[src/rtl/trellis_max_tree.sv]
// Fully pipelined signed arg-max/arg-min search over NUM_STATES trellis path metrics.
// Optional feature macro: TRELLIS_MAX_NORM_EN (metrics normalised to the winning value).
module trellis_max_tree #(
    parameter int WIDTH      = 12,
    parameter int NUM_STATES = 20,
    parameter int IDX_W      = $clog2(NUM_STATES),
    parameter int LAT        = $clog2(NUM_STATES)
) (
    input  logic                        clk,
    input  logic                        reset,
    input  logic                        symEn,
    input  logic                        minMode,
    input  logic [NUM_STATES*WIDTH-1:0] metrics,
    output logic [IDX_W-1:0]            index,
    output logic [WIDTH-1:0]            bestVal,
    output logic                        symEnDly,
    output logic [NUM_STATES*WIDTH-1:0] normMetrics
);

    // Candidates left after s tree stages; s <= 0 is the capture stage.
    function automatic int stage_cnt(input int s);
        int n = NUM_STATES;
        for (int i = 0; i < s; i++) n = (n + 1) / 2;
        return n;
    endfunction

    for (genvar s = 0; s <= LAT; s++) begin : g_stg
        logic vld_d, vld_q;

        if (s == 0) begin : g_ctl
            always_comb vld_d = symEn;
        end else begin : g_ctl
            always_comb vld_d = g_stg[s-1].vld_q;
        end

        always_ff @(posedge clk) begin
            if (reset) vld_q <= 1'b0;
            else       vld_q <= vld_d;
        end

        // The final stage has no consumer for the search mode.
        if (s < LAT) begin : g_mode
            logic min_d, min_q;
            if (s == 0) begin : g_src
                always_comb min_d = symEn ? minMode : min_q;
            end else begin : g_src
                always_comb min_d = g_stg[s-1].g_mode.min_q;
            end
            always_ff @(posedge clk) min_q <= min_d;
        end

        for (genvar j = 0; j < stage_cnt(s); j++) begin : g_el
            logic signed [WIDTH-1:0] val_d, val_q;
            logic [IDX_W-1:0]        idx_d, idx_q;

            if (s == 0) begin : g_src
                always_comb begin
                    val_d = symEn ? $signed(metrics[j*WIDTH +: WIDTH]) : val_q;
                    idx_d = IDX_W'(j);
                end
            end else if (2*j + 1 < stage_cnt(s - 1)) begin : g_src
                logic signed [WIDTH-1:0] lv, rv;
                logic                    take_right;
                assign lv = g_stg[s-1].g_el[2*j].val_q;
                assign rv = g_stg[s-1].g_el[2*j+1].val_q;
                // Strict compares: a tie keeps the left (lower-index) candidate.
                always_comb begin
                    take_right = g_stg[s-1].g_mode.min_q ? (rv < lv) : (rv > lv);
                    val_d      = take_right ? rv : lv;
                    idx_d      = take_right ? g_stg[s-1].g_el[2*j+1].idx_q
                                            : g_stg[s-1].g_el[2*j].idx_q;
                end
            end else begin : g_src
                always_comb begin
                    val_d = g_stg[s-1].g_el[2*j].val_q;
                    idx_d = g_stg[s-1].g_el[2*j].idx_q;
                end
            end

            // NOTE: datapath flops carry no reset; the valid bits alone qualify them.
            always_ff @(posedge clk) begin
                val_q <= val_d;
                idx_q <= idx_d;
            end
        end
    end

    logic                    fin_vld;
    logic [IDX_W-1:0]        fin_idx;
    logic signed [WIDTH-1:0] fin_val;
    assign fin_vld = g_stg[LAT].vld_q;
    assign fin_idx = g_stg[LAT].g_el[0].idx_q;
    assign fin_val = g_stg[LAT].g_el[0].val_q;

    logic [IDX_W-1:0] index_d, index_q;
    logic [WIDTH-1:0] best_val_d, best_val_q;
    logic             sym_en_dly_d, sym_en_dly_q;

    always_comb begin
        sym_en_dly_d = fin_vld;
        index_d      = fin_vld ? fin_idx : index_q;
        best_val_d   = fin_vld ? fin_val : best_val_q;
    end

    always_ff @(posedge clk) begin
        if (reset) begin
            index_q      <= '0;
            best_val_q   <= '0;
            sym_en_dly_q <= 1'b0;
        end else begin
            index_q      <= index_d;
            best_val_q   <= best_val_d;
            sym_en_dly_q <= sym_en_dly_d;
        end
    end

    assign index    = index_q;
    assign bestVal  = best_val_q;
    assign symEnDly = sym_en_dly_q;

`ifdef TRELLIS_MAX_NORM_EN
    logic [NUM_STATES*WIDTH-1:0] cap_flat;
    logic [NUM_STATES*WIDTH-1:0] dly_d [1:LAT];
    logic [NUM_STATES*WIDTH-1:0] dly_q [1:LAT];
    logic [NUM_STATES*WIDTH-1:0] norm_d, norm_q;

    for (genvar k = 0; k < NUM_STATES; k++) begin : g_flat
        assign cap_flat[k*WIDTH +: WIDTH] = g_stg[0].g_el[k].val_q;
    end

    // a - b evaluated one bit wider, then clamped back into the signed WIDTH range.
    function automatic logic [WIDTH-1:0] sat_sub(input logic signed [WIDTH-1:0] a,
                                                 input logic signed [WIDTH-1:0] b);
        logic [WIDTH:0] diff;
        diff = {a[WIDTH-1], a} - {b[WIDTH-1], b};
        if (diff[WIDTH] != diff[WIDTH-1])
            return diff[WIDTH] ? {1'b1, {(WIDTH-1){1'b0}}} : {1'b0, {(WIDTH-1){1'b1}}};
        return diff[WIDTH-1:0];
    endfunction

    always_comb begin
        dly_d[1] = cap_flat;
        for (int i = 2; i <= LAT; i++) dly_d[i] = dly_q[i-1];
        norm_d = norm_q;
        if (fin_vld)
            for (int k = 0; k < NUM_STATES; k++)
                norm_d[k*WIDTH +: WIDTH] = sat_sub(dly_q[LAT][k*WIDTH +: WIDTH], fin_val);
    end

    always_ff @(posedge clk) begin
        for (int i = 1; i <= LAT; i++) dly_q[i] <= dly_d[i];
        if (reset) norm_q <= '0;
        else       norm_q <= norm_d;
    end

    assign normMetrics = norm_q;
`else
    assign normMetrics = '0;
`endif

endmodule

[config.mk]
export PLATFORM = sky130hd
export DESIGN_NAME = trellis_max_tree
export DESIGN_NICKNAME = d
export VERILOG_FILES = /design/src/rtl/trellis_max_tree.sv
export SDC_FILE = /design/constraint.sdc
export NUM_CORES = 1
export LEC_CHECK = 0
export BUFFER_PORTS_ARGS = -buffer_cell sky130_fd_sc_hd__clkbuf_2
export CORE_MARGIN = 4
export CORE_UTILIZATION = 35
export CTS_BUF_LIST = sky130_fd_sc_hd__clkbuf_16
export CTS_CLUSTER_SIZE = 10
export DETAILED_ROUTE_END_ITERATION = 6
export GPL_ROUTABILITY_DRIVEN = 1
export SYNTH_ARGS = -nofsm -noshare
export SYNTH_HDL_FRONTEND = slang
export SYNTH_SLANG_ARGS = --single-unit
[constraint.sdc]
create_clock -name clk -period 4.8 [get_ports clk]
set_clock_uncertainty 0.1 [all_clocks]
set_input_delay 0.48 -clock clk [delete_from_list [all_inputs] [get_ports clk]]
set_output_delay 0.48 -clock clk [all_outputs]
set_load 0.01 [all_outputs]
Word level (Yosys, flattened, before mapping) --
Index checks and enable logic that the tools add are counted.
Storage, ports and cells: flip-flop bits (word level) 596, bits in latches 0, memory bits (writable) 0, bits in read-only memories 0, input port bits 244, output and inout port bits 258, word-level logic and storage cells 171, memories kept 0
Cells by class: $add $sub $neg 0, $mul 0, divide/modulo/power cells 0, magnitude comparators 38, eq/ne operators 0, shifts and indexed selects 0, multiplexer cells 57, bitwise operators 0, reduce and logical (&&, ||, !) cells 0
Operators with widths (number):
- 12-bit greater-than comparator | 19
- 12-bit less-than comparator | 19
- 12-bit 2-to-1 mux | 19
- 1-bit 2-to-1 mux | 29
- 4-bit 2-to-1 mux | 4
- 5-bit 2-to-1 mux | 2
- 3-bit 2-to-1 mux | 2
- 2-bit 2-to-1 mux | 1

Longest topological paths before layout --
Gate-level depths: netlist of run 1.
depth in word-level cells 3, mapped depth 10, mapped depth without buffers 9

Least setup slack after synthesis of run 1 --
Ideal clock, no wire load.
path type register to register, start register g_stg[1].g_el[0].val_q[10], end register g_stg[2].g_el[0].idx_q[0], setup time 0.121 ns, data arrival time 2.393 ns, slack 2.186 ns, cell stages (with the launch flop) 11, path buffers 1, period minus slack after synthesis 2.614 ns, path through dfxtp_1 inv_1 ha_1 nand4_1 or3_1 a21oi_1 nor2_1 mux2i_1 mux2i_1 buf_6 mux2_4
On the way: cells in the longest elaborated chain, start to end 3, elaborated cells on any way between the ends 4, those cells by class order compare (2); mux (2)
RTL lines:
- start, declared | RTL line 53 | logic signed [WIDTH-1:0] val_d, val_q;
- start signal, assigned | RTL line 82 | val_q <= val_d;
- 12-bit greater-than comparator / 12-bit less-than comparator (equally long branches) | RTL line 68 | take_right = g_stg[s-1].g_mode.min_q ? (rv < lv) : (rv > lv);
- 1-bit 2-to-1 mux (*) | RTL line 68
- 2-bit 2-to-1 mux (*) | RTL line 70 | idx_d = take_right ? g_stg[s-1].g_el[2*j+1].idx_q
- named net g_stg[2].g_el[0].idx_d[0] | RTL line 54 | logic [IDX_W-1:0] idx_d, idx_q;
- end signal, assigned | RTL line 83 | idx_q <= idx_d;
- end, declared | RTL line 54
The timed path passes the listed nets; every way through them passes the cells marked *. A chain may end at the register's enable or synchronous reset.

Final worst setup path of run 1 --
start register g_stg[2].g_el[0].val_q[10], end register g_stg[3].g_el[0].val_q[3]
On the way: cells in the longest elaborated chain, start to end 3, elaborated cells on any way between the ends 4, those cells by class order compare (2); mux (2)
RTL lines:
- start, declared | RTL line 53
- start signal, assigned | RTL line 82
- 12-bit greater-than comparator / 12-bit less-than comparator (equally long branches) | RTL line 68
- 1-bit 2-to-1 mux (*) | RTL line 68
- 12-bit 2-to-1 mux (*) | RTL line 69 | val_d = take_right ? rv : lv;
- named net g_stg[3].g_el[0].val_d[3] | RTL line 53
- end signal, assigned | RTL line 82
- end, declared | RTL line 53
Marks and branches as above.

==> results.rst, run 1 <==
.. list-table::
   :header-rows: 1

   * - Metric
     - Value
   * - Result of the run
     - complete, no violations
   * - Post-Synth Adder-Cell Area
     - 11.5%
   * - Number of hold-slack violations in the final timing report
     - 0
   * - First DRT Iteration DRCs
     - 539
   * - Vias in the first global route
     - 16.0k
   * - Final-layout fill cell count
     - 6,271
   * - Post-synth top cells
     - 319 x dfxtp_1, 260 x inv_1, 242 x buf_4, 241 x edfxtp_1, 228 x ha_1
   * - Clock root buffer
     - clkbuf_16
   * - Final Critical Period
     - 3.34 ns
   * - Setup slack, reg-to-reg
     - 1.46 ns
   * - Detailed-route via count
     - 15.1k
   * - Post CTS Setup Buffer Count
     - 0
   * - Cells after synthesis
     - 1,983
   * - Cell family with the largest share of critical-path delay
     - multiplexers
   * - Power density over cell area
     - 466 nW/µm²
   * - Count of final max-slew check failures
     - 0
   * - Routed wire per std cell
     - 15.4 µm
   * - Beginning of the critical path
     - g_stg[2].g_el[0].val_q[10]$_DFF_P_
   * - Post-detailed-route via-to-cell ratio
     - 4.27
   * - Number of warnings issued by yosys
     - 0
   * - Horiz. Die Dim
     - 275 µm
   * - Number of port buffers
     - 261
   * - DRC errors left
     - 0
   * - Share of the cycle needed by the critical path after routing
     - 69.7%
   * - Share of cells above drive strength 1
     - 21.3%
   * - Reg clk slew, reported paths
     - 0.05 ns
   * - Synthesized area divided by synthesized cell count
     - 12.6 µm²
   * - Mapped cell area
     - 24,900 µm²
   * - Total global routing track utilization
     - 14.1%
   * - Number of nets in the layout
     - 3,016
   * - Post-synthesis mux area share
     - 13.5%
   * - Crit path max-delay cell type
     - mux2i_2
   * - CTS buffer count
     - 69
   * - Area growth, synth to finish
     - 24.2%
   * - Reg-to-reg critical path startpoint
     - g_stg[2].g_el[0].val_q[10]$_DFF_P_
   * - Maximum frequency from static timing analysis
     - 299 MHz
   * - Buffers plus inverters on the worst setup path
     - 1
   * - Worst hold path type
     - reg -> reg
   * - Final setup violation count
     - 0
   * - Normalized max-slew margin
     - 12.7%
   * - Initial antenna violation count
     - 1
   * - Final Instance Count excl. Fillers
     - 3,533
   * - Worst reg2reg path depth
     - 9
   * - Kind of end point of the critical path
     - register
   * - Largest net degree at the start of global routing
     - 89
   * - Capturing point of the worst reg2reg path
     - g_stg[3].g_el[0].val_q[3]$_DFF_P_
   * - Slowest Stage Delay on Critical Path
     - 1.08 ns
   * - Post_cts resized
     - 0
   * - Type of origin of the critical path
     - register
   * - FFs w/ async S/R, synth
     - 0%
   * - Largest family of logic cells by synthesized area
     - multiplexers
   * - Die Y
     - 275 µm
   * - TritonCTS clock tree
     - yes
   * - Share of the yosys chip area belonging to registers
     - 54.7%
   * - Unrepaired setup endpoints after global routing
     - false
   * - Worst-case clock buffer depth
     - 3
   * - Compound-gate portion of the synthesized area
     - 4.27%
   * - Maximum fanout encountered on the critical timing path
     - 15
   * - Crit-path cells
     - inv_1, ha_1, nand4_1, or3_4, a21oi_2, nor2_1, mux2i_1, mux2i_2, mux2_1
   * - Transition time of the tightest slew-check pin
     - 1.28 ns
   * - Post-route ant nets
     - 0
   * - Most frequently used flop master after synthesis
     - dfxtp_1
   * - Post-synth EDFFs
     - 241
   * - Area share of and/or/nand/nor cells after synthesis
     - 4.20%
   * - Arrival time at the worst endpoint
     - 3.70 ns
   * - Number of levels in the clock H-tree
     - 3
   * - Area contributors post-synth
     - edfxtp_1 29%, dfxtp_1 26%, ha_1 11%, buf_4 7.3%, mux2_2 5.9%
   * - Routability congestion estimate
     - 0.839
   * - Area of the core
     - 70,300 µm²
   * - Core Rows
     - 97
   * - Total wirelength of the detailed-routed design
     - 54.3 mm
   * - Total number of cells along the worst setup path
     - 9
   * - Start-to-end type of the worst setup path
     - reg -> reg
   * - Cell accounting for the most synthesized area
     - edfxtp_1
   * - Maximum VDD drop
     - 0.000283 V
   * - Wire length of the first global-routing pass
     - 83.6 mm
   * - Most common cell in the netlist
     - dfxtp_1
   * - Overflow left after global routing
     - 0
   * - Full die area
     - 75,500 µm²
   * - Detailed-placement wirelength estimate
     - 39.9 mm
   * - Placed Cells incl. Taps
     - 3,170
   * - Number of top-level design ports
     - 502
   * - DR pass1 iterations
     - 5
   * - Synth Register Bits
     - 560
   * - Standby leakage power
     - 0.0144 µW
   * - Clk sink count
     - 560
   * - Distinct cell type count of the synthesized netlist
     - 43
   * - Xor and xnor area share after synthesis
     - 0.0352%
   * - Count of max-cap constraint violations
     - 0
   * - Endpoint required time on the critical path
     - 5.16 ns
   * - Initial cell density of the core
     - 35.5%
   * - Critical path destination
     - g_stg[3].g_el[0].val_q[3]$_DFF_P_
   * - Total Negative Setup Slacks
     - 0 ns
   * - Synth top area share
     - 29.1%
   * - Skew-Pair Late Insertion Delay
     - 0.59 ns
==> worst reg2reg max path: stages (launching register included) <==
cell and delay [ns]:
dfxtp_1 0.33, inv_1 0.05, ha_1 0.31, nand4_1 0.12, or3_4 0.42, a21oi_2 0.12, nor2_1 0.06, mux2i_1 0.22
mux2i_2 1.08, mux2_1 0.41
==> stage by stage <==
stage / setup slack (ns) / hold slack [ns] / util (%) / power, µW / area, µm²
CTS: 1.45 / 0.222 / 44.0 / 14700 / 30900
floorplan: 2.19 / 0.210 / - / 8870 / 25800
finish: 1.46 / 0.222 / 44.0 / 14400 / 30900
detailed placement: 1.45 / 0.212 / 37.7 / 9760 / 26500
global route: 1.23 / 0.225 / 44.0 / 15400 / 30900
global placement: 1.61 / 0.215 / 37.7 / 9650 / 26500
==> cell usage in the layout (no fill, tap or decap), types with 3 or more instances in the layout <==
cell	Yosys	final
a211o_1	5	5
a211oi_1	7	7
a21o_1	29	29
a21oi_1	70	70
a221oi_1	8	8
a31oi_1	6	6
buf_4	242	13
clkbuf_16	0	72
clkbuf_2	0	260
clkinv_1	0	6
conb_1	1	240
dfxtp_1	319	319
dlygate4sd3_1	0	241
edfxtp_1	241	241
ha_1	228	228
inv_1	260	292
mux2_1	57	57
mux2_2	131	131
mux2_4	54	54
mux2i_1	40	36
mux2i_2	3	7
nand2_1	46	46
nand2b_1	4	4
nand3_1	5	5
nand3b_1	6	6
nand4_1	41	41
nor2_1	73	73
nor2b_1	26	26
nor3_1	4	4
o2111ai_1	4	4
o211ai_1	10	10
o21ai_0	15	15
o22a_1	3	3
o22ai_1	5	5
or3_1	4	4
==> power by group <==
part,switching (µW),internal (µW),total [µW],leakage [µW]
Clock,1910,2750,4650,0.00112
Combinational,1540,1740,3270,0.00822
Sequential,563,5950,6510,0.00504
Total,4010,10400,14400,0.0144
==> final cells by class <==
type / instances / area (µm²) / share of cell area (%)
Inverter: 260 / 976 / 3.15
Timing Repair Buffer: 517 / 3870 / 12.5
Tap cell: 940 / 1180 / 3.80
Multi-Input combinational cell: 1136 / 9260 / 29.9
Sequential cell: 560 / 13600 / 44.0
Clock inverter: 46 / 240 / 0.776
Clock buffer: 72 / 1800 / 5.82
Antenna cell: 2 / 5.00 / 0.0162
==> worst min-delay path by stage <==
stage | endpoint | depth (start not counted) | startpoint
global placement | g_stg[3].g_el[2].val_q[4]$_DFF_P_ | 0 | g_stg[2].g_el[4].val_q[4]$_DFF_P_
finish | g_stg[4].g_el[1].val_q[10]$_DFF_P_ | 0 | g_stg[3].g_el[2].val_q[10]$_DFF_P_
floorplan | g_stg[3].g_el[2].idx_q[0]$_DFF_P_ | 0 | g_stg[2].g_el[4].idx_q[0]$_DFF_P_
global route | g_stg[3].g_el[2].val_q[1]$_DFF_P_ | 0 | g_stg[2].g_el[4].val_q[1]$_DFF_P_
detailed placement | g_stg[4].g_el[1].idx_q[1]$_DFF_P_ | 0 | g_stg[3].g_el[2].idx_q[1]$_DFF_P_
CTS | g_stg[4].g_el[1].val_q[5]$_DFF_P_ | 0 | g_stg[3].g_el[2].val_q[5]$_DFF_P_
==> sequential cells by signal (all words and copies together) (netlist names), 5 cells and up <==
name and cells:
g_stg.g_mode.min_q 5, g_stg.g_el.val_q 480, fin_idx 5, bestVal 12, g_stg.vld_q 5, g_stg.g_el.idx_q 34
fin_val 12, index 5
==> cells by family after synthesis <==
group,count (synthesis)
flip-flops,560
buffers and inverters,526
multiplexers,285
adder cells (fa/ha/maj),228
AND/OR/NAND/NOR,214
AO/OA/AOI/OAI,168
other,1
XOR/XNOR,1
==> metal layers <==
metal  part of all wire (%)  global-route usage (%)
met4                    2.4                    4.95
met2                     51                    26.0
met1                     41                    16.5
met3                    5.2                    2.48
met5                      0                       0
==> repair_timing <==
item,CTS,global route
hold buffers,241,0
endpoints found under the hold margin,241,0
setup endpoints to repair,0,0
(Power assumes the default switching activity.)
==> run 2, diff against run 1 <==
- clock period: 4.8 -> 2.99 ns (I/O delays scaled with it)
==> run 2 against run 1 <==
Net effect:
- core utilization rose by 0.20 points
- combinational power is 64% higher
- clock power rose by 57%
- critical path type unchanged
- final cell count grew 0.71%
- sequential power is 61% higher
- total power grew 60%
- critical endpoint is now g_stg[2].g_el[1].val_q[11]$_DFF_P_
- global-route usage rose by 0.15 points
- wire length is 1.5% higher
- non-clock buffer count increased by 27
- critical path depth increased by 1
==> results.rst, run 2 (synthesis gave the netlist of run 1 again) <==
.. list-table::
   :header-rows: 1

   * - Metric
     - Value
   * - Final core utilization
     - 44.2% (+0.20 points)
   * - Detailed-placement wirelength estimate
     - 40.2 mm (+0.75%)
   * - Core Rows
     - 97 (unchanged)
   * - Max reg flops
     - 480 (unchanged)
   * - TritonCTS clock tree
     - yes
   * - Wire length of the first global-routing pass
     - 84.4 mm (+1.0%)
   * - Total wirelength of the detailed-routed design
     - 55.1 mm (+1.5%)
   * - Vias in the first global route
     - 15.9k (-0.72%)
   * - Post CTS Setup Buffer Count
     - 0 (unchanged)
   * - Kind of end point of the critical path
     - register
   * - Clock root buffer
     - clkbuf_16
   * - Result of the run
     - complete, no violations
   * - Maximum frequency from static timing analysis
     - 368 MHz (+23%)
   * - Arrival time at the worst endpoint
     - 3.09 ns (-0.61 ns)
   * - Antenna diodes
     - 0 (-2)
   * - Unrepaired setup endpoints after global routing
     - false
   * - Number of top-level design ports
     - 502 (unchanged)
   * - Count of max-cap constraint violations
     - 0 (unchanged)
   * - Most common cell after layout, fill and taps aside
     - dfxtp_1
   * - Number of buffers added to fix hold violations after cts
     - 241 (unchanged)
   * - Worst-case clock buffer depth
     - 3 (unchanged)
   * - Count of final max-slew check failures
     - 0 (unchanged)
   * - Final setup violation count
     - 0 (unchanged)
   * - Number of port buffers
     - 261 (unchanged)
   * - Worst hold path type
     - in -> reg
   * - Post-detailed-route via-to-cell ratio
     - 4.28 (+0.32%)
   * - Standby leakage power
     - 0.0145 µW (+0.85%)
   * - Number of levels in the clock H-tree
     - 3 (unchanged)
   * - First DRT Iteration DRCs
     - 614 (+14%)
   * - Total global routing track utilization
     - 14.3% (+0.15 points)
   * - Final Critical Period
     - 2.72 ns (-0.627 ns)
   * - Start-to-end type of the worst setup path
     - reg -> reg
   * - Clk sink count
     - 560 (unchanged)
   * - Area growth, synth to finish
     - 24.8%
   * - Transition time of the tightest slew-check pin
     - 0.870 ns (-0.415 ns)
   * - Skew-Pair Late Insertion Delay
     - 0.59 ns (about the same)
   * - Normalized max-slew margin
     - 41.9% (+29 points)
   * - Die Y
     - 275 µm (unchanged)
   * - Registers with the highest flip-flop counts
     - g_stg.g_el.val_q: 480 flops, g_stg.g_el.idx_q: 34 flops
   * - Largest net degree at the start of global routing
     - 67 (-25%)
   * - DR pass1 iterations
     - 5 (unchanged)
   * - Type of origin of the critical path
     - register
   * - Routed wire per std cell
     - 15.5 µm (+0.75%)
   * - Number of hold-slack violations in the final timing report
     - 0 (unchanged)
   * - Routability congestion estimate
     - 0.828 (-1.3%)
   * - Initial cell density of the core
     - 35.5% (unchanged)
   * - Power density over cell area
     - 745 nW/µm² (+60%)
   * - Total Negative Setup Slacks
     - 0 ns (unchanged)
   * - Number of nets in the layout
     - 3,042 (+0.86%)
   * - Share of the cycle needed by the critical path after routing
     - 90.9% (+21 points)
   * - Reg clk slew, reported paths
     - 0.05 ns (about the same)
   * - Register name with the most flops
     - g_stg.g_el.val_q
   * - Horiz. Die Dim
     - 275 µm (unchanged)
   * - Overflow left after global routing
     - 0 (unchanged)
   * - CTS buffer count
     - 68 (-1.4%)
   * - Endpoint required time on the critical path
     - 3.36 ns (-1.80 ns)
   * - Commonest cells after routing, fill and taps aside
     - 319 x dfxtp_1, 295 x inv_1, 260 x clkbuf_2, 241 x edfxtp_1, 241 x dlygate4sd3_1
   * - Post-route ant nets
     - 0 (unchanged)
   * - Detailed-route via count
     - 15.2k (+1.0%)
   * - Full die area
     - 75,500 µm² (unchanged)
   * - Post_cts resized
     - 0 (unchanged)
   * - Area of the core
     - 70,300 µm² (unchanged)
   * - Initial antenna violation count
     - 0 (-1)
   * - Maximum fanout encountered on the critical timing path
     - 9 (-6)
   * - DRC errors left
     - 0 (unchanged)
   * - Maximum VDD drop
     - 0.000408 V (+44%)
   * - Share of cells above drive strength 1
     - 22.0% (+0.74 points)
## run 2: per-stage QoR
stage | hold WS [ns] | std cells | setup WS (ns) | area (µm²) | power (µW)
after floorplan | 0.210 | 2222 | 0.376 | 25800 | 14200
after global placement | 0.215 | 3199 | 0.302 | 26700 | 15600
after detailed placement | 0.213 | 3199 | 0.272 | 26700 | 15800
after CTS | 0.0580 | 3558 | 0.249 | 31100 | 23500
after global routing | 0.0552 | 3558 | 0.0889 | 31100 | 24600
final | 0.0636 | 3558 | 0.273 | 31100 | 23200
## run 2: worst max-delay path, cell delays in order (launching register included)
cell     delay, ns
dfxtp_1       0.34
inv_1         0.05
ha_1          0.31
nand4_1       0.12
or3_1         0.42
a21oi_1       0.16
nor2_1        0.07
mux2i_1       0.17
mux2i_1       0.25
buf_4         0.25
mux2_2        0.36
## run 2: per-layer routing
layer	GRT usage, %	wire length, µm
met4	4.62	1520
met1	16.9	22400
met3	2.73	2870
met5	0	0
met2	26.0	28200
## run 2: worst paths after layout
| check | from | to | slack [ns] | cells after the start |
|---|---|---|---|---|
| worst max register to register | g_stg[1].g_el[2].val_q[11]$_DFF_P_ | g_stg[2].g_el[1].val_q[11]$_DFF_P_ | 0.27 | 10 |
| worst max-delay path | g_stg[1].g_el[2].val_q[11]$_DFF_P_ | g_stg[2].g_el[1].val_q[11]$_DFF_P_ | 0.27 | 10 |
| worst min register to register | g_stg[2].g_el[4].val_q[6]$_DFF_P_ | g_stg[3].g_el[2].val_q[6]$_DFF_P_ | 0.22 | 0 |
| worst min-delay path | symEn | g_stg[0].g_el[15].val_q[6]$_DFFE_PP_ | 0.06 | 1 |
## run 2: area by class of cell
type / count / area [µm²]
tap: 940 / 1180
fill: 6318 / 39200
clock buffer: 71 / 1780
clock inverter: 47 / 210
inverter: 260 / 976
timing repair buffer: 544 / 4070
sequential: 560 / 13600
multi-input combinational: 1136 / 9260
## run 2: power by group
group          switching (µW)  leakage, µW  internal, µW
logic                    2470      0.00835          2880
clock network            3050      0.00111          4260
registers                 934      0.00504          9550
total                    6450       0.0145         16700
==> run 3, diff against run 2 <==
- CORE_UTILIZATION: 35 -> 50
- PLACE_DENSITY: not set -> 0.77
==> run 3 against run 2 <==
Net effect:
- first-iteration DRC count is 29% higher
- sequential share of layout area is 0.51 points higher
- hold slack better by 0.012 ns
- core utilization is 18 points higher
- fmax is 0.42% lower
- sequential cell count stayed put
- critical path depth stayed put
- via count is 2.5% higher
- worst setup slack worse by 0.012 ns
- combinational power is 2% higher
- clock-buffer cell count is 1 lower
- wire length is 0.94% higher
- critical endpoint is now g_stg[2].g_el[3].val_q[11]$_DFF_P_
- largest power group unchanged
==> results.rst, run 3 (synthesis gave the netlist of run 1 again) <==
.. list-table::
   :header-rows: 1

   * - Metric
     - Value
   * - Critical path destination
     - g_stg[2].g_el[3].val_q[11]$_DFF_P_
   * - Storage cell area
     - 13,600 µm² (unchanged)
   * - Number of port buffers
     - 261 (unchanged)
   * - Number of levels in the clock H-tree
     - 3 (unchanged)
   * - Count of cells along the worst hold path
     - 1 (unchanged)
   * - Multi-input gate area
     - 9250 µm² (about the same)
   * - Reg-to-reg critical path startpoint
     - g_stg[1].g_el[6].val_q[10]$_DFF_P_
   * - Register name with the most flops
     - g_stg.g_el.val_q
   * - Detailed-placement wirelength estimate
     - 37.8 mm (-6.1%)
   * - Core Rows
     - 81 (-16%)
   * - CTS buffer count
     - 68 (unchanged)
   * - Count of final max-slew check failures
     - 0 (unchanged)
   * - Final Critical Period
     - 2.73 ns (+0.0115 ns)
   * - Final worst setup slack
     - 0.262 ns (-0.0115 ns)
   * - Share of the cycle needed by the critical path after routing
     - 91.2% (+0.39 points)
   * - Post-route ant nets
     - 0 (unchanged)
   * - Number of nets in the layout
     - 3,041 (-0.033%)
   * - Buffers plus inverters on the worst setup path
     - 2 (unchanged)
   * - Share of cells above drive strength 1
     - 21.9% (-0.15 points)
   * - Setup slack, reg-to-reg
     - 0.26 ns (about the same)
   * - Transition time of the tightest slew-check pin
     - 1.04 ns (+0.172 ns)
   * - Die Y
     - 231 µm (-16%)
   * - Total Negative Setup Slacks
     - 0 ns (unchanged)
   * - Final non-filler cell area
     - 30,700 µm² (-1.2%)
   * - Start-to-end type of the worst setup path
     - reg -> reg
   * - Arrival time at the worst endpoint
     - 3.10 ns (about the same)
   * - Initial antenna violation count
     - 2 (+2)
   * - Power density over cell area
     - 753 nW/µm² (+1.1%)
   * - Type of origin of the critical path
     - register
   * - Routed length on met2
     - 29.0 mm (+2.8%)
   * - Reg clk slew, reported paths
     - 0.06 ns (about the same)
   * - DR pass1 iterations
     - 7 (+2)
   * - Post_cts resized
     - 0 (unchanged)
   * - Number of hold-slack violations in the final timing report
     - 0 (unchanged)
   * - Total global routing track utilization
     - 20.6% (+6.3 points)
   * - Horiz. Die Dim
     - 231 µm (-16%)
   * - Number of buffers added to fix hold violations after cts
     - 241 (unchanged)
   * - Clock root buffer
     - clkbuf_16
   * - Worst hold path type
     - in -> reg
   * - Normalized max-slew margin
     - 30.4% (-11 points)
   * - Final core utilization
     - 62.6% (+18 points)
   * - Endpoint required time on the critical path
     - 3.36 ns (about the same)
   * - Post CTS Setup Buffer Count
     - 0 (unchanged)
   * - Clk sink count
     - 560 (unchanged)
   * - Wire length of the first global-routing pass
     - 87.0 mm (+3.0%)
   * - Detailed route wirelength on metal3
     - 2.81 mm (-2.1%)
   * - Commonest cells after routing, fill and taps aside
     - 319 x dfxtp_1, 292 x inv_1, 260 x clkbuf_2, 241 x edfxtp_1, 241 x dlygate4sd3_1
   * - Setup slack after placement
     - 0.275 ns (+0.00331 ns)
   * - Worst-case clock buffer depth
     - 3 (unchanged)
   * - Highest routed metal layer
     - met4
   * - Maximum fanout encountered on the critical timing path
     - 14 (+5)
   * - Slowest Stage Delay on Critical Path
     - 0.41 ns (about the same)
   * - Registers with the highest flip-flop counts
     - g_stg.g_el.val_q: 480 flops, g_stg.g_el.idx_q: 34 flops
   * - Standby leakage power
     - 0.0145 µW (-0.22%)
   * - Maximum frequency from static timing analysis
     - 367 MHz (-0.42%)
   * - Total wirelength of the detailed-routed design
     - 55.6 mm (+0.94%)
   * - Total number of cells along the worst setup path
     - 10 (unchanged)
   * - Area growth, synth to finish
     - 23.3%
   * - Post-detailed-route via-to-cell ratio
     - 4.76 (+11%)
   * - Result of the run
     - complete, no violations
   * - Max reg flops
     - 480 (unchanged)
   * - Cell family with the largest share of critical-path delay
     - multiplexers
   * - Placed Cells incl. Taps
     - 2,922 (-8.7%)
   * - Detailed-route via count
     - 15.6k (+2.5%)
   * - Beginning of the critical path
     - g_stg[1].g_el[6].val_q[10]$_DFF_P_
   * - Count of max-cap constraint violations
     - 0 (unchanged)
   * - TritonCTS clock tree
     - yes
   * - Routed wire per std cell
     - 16.9 µm (+9.5%)
   * - Most common cell after layout, fill and taps aside
     - dfxtp_1
   * - DRC errors left
     - 0 (unchanged)
   * - Maximum VDD drop
     - 0.000697 V (+71%)
   * - Final Instance Count excl. Fillers
     - 3,281 (-7.8%)
   * - Routability congestion estimate
     - 0.840 (+1.5%)
   * - Overflow left after global routing
     - 0 (unchanged)
   * - Full die area
     - 53,500 µm² (-29%)
   * - Kind of end point of the critical path
     - register
   * - Area of the core
     - 49,100 µm² (-30%)
   * - Crit path max-delay cell type
     - or3_1
   * - Metal1 wirelength
     - 21.7 mm (-3.1%)
   * - Number of top-level design ports
     - 502 (unchanged)
   * - Final setup violation count
     - 0 (unchanged)
   * - Final-layout fill cell count
     - 3,607 (-43%)
   * - DP Area
     - 26,300 µm² (-1.3%)
   * - Skew-Pair Late Insertion Delay
     - 0.58 ns (about the same)
   * - First DRT Iteration DRCs
     - 790 (+29%)
   * - Unrepaired setup endpoints after global routing
     - false
   * - Crit-path cells
     - inv_1, ha_1, nand4_1, or3_1, a21oi_1, nor2_1, mux2i_1, mux2i_2, buf_4, mux2_2
   * - Vias in the first global route
     - 16.8k (+5.4%)
   * - Capturing point of the worst reg2reg path
     - g_stg[2].g_el[3].val_q[11]$_DFF_P_
   * - Initial cell density of the core
     - 50.8% (+15 points)
   * - Worst reg2reg path depth
     - 10 (unchanged)
   * - Largest net degree at the start of global routing
     - 71 (+6.0%)
[run 3: through the flow]
step                hold slack [ns]  power, µW
detailed placement            0.212      15800
finish                       0.0760      23100
global route                 0.0777      24500
floorplan                     0.210      14200
global placement              0.214      15500
CTS                          0.0531      23300
[run 3: how the worst min path moves through the flow]
stage / end / slack, ns / start
floorplan: g_stg[3].g_el[2].idx_q[0]$_DFF_P_ / 0.21 / g_stg[2].g_el[4].idx_q[0]$_DFF_P_
global placement: g_stg[3].g_el[2].val_q[8]$_DFF_P_ / 0.21 / g_stg[2].g_el[4].val_q[8]$_DFF_P_
detailed placement: g_stg[3].g_el[2].val_q[0]$_DFF_P_ / 0.21 / g_stg[2].g_el[4].val_q[0]$_DFF_P_
CTS: g_stg[0].g_el[7].val_q[8]$_DFFE_PP_ / 0.05 / symEn
global route: g_stg[0].g_el[6].val_q[8]$_DFFE_PP_ / 0.08 / symEn
finish: g_stg[0].g_el[7].val_q[8]$_DFFE_PP_ / 0.08 / symEn
[run 3: worst reg2reg max path, stage by stage (launching register included)]
cell	delay [ns]
dfxtp_1	0.33
inv_1	0.05
ha_1	0.31
nand4_1	0.12
or3_1	0.41
a21oi_1	0.14
nor2_1	0.07
mux2i_1	0.21
mux2i_2	0.23
buf_4	0.29
mux2_2	0.37
[run 3: layout make-up]
type | count | area share (%)
Sequential cell | 560 | 44.3
Multi-Input combinational cell | 1136 | 30.1
Timing Repair Buffer | 543 | 13.3
Clock buffer | 70 | 5.70
Inverter | 260 | 3.18
Tap cell | 664 | 2.70
Clock inverter | 44 | 0.684
Antenna cell | 4 | 0.0326
[run 3: layer usage]
| layer | vias up | track usage [%] |
|---|---|---|
| met5 | - | 0 |
| met4 | 0 | 8.25 |
| met3 | 129 | 3.98 |
| met2 | 507 | 38.1 |
| met1 | 7413 | 23.3 |
| li1 | 7570 | - |
[run 3: where the power goes]
part	leakage, µW	internal (µW)	switching [µW]
Clock	0.00108	4200	3010
Sequential	0.00504	9550	920
Combinational	0.00835	2900	2560
Total	0.0145	16700	6490
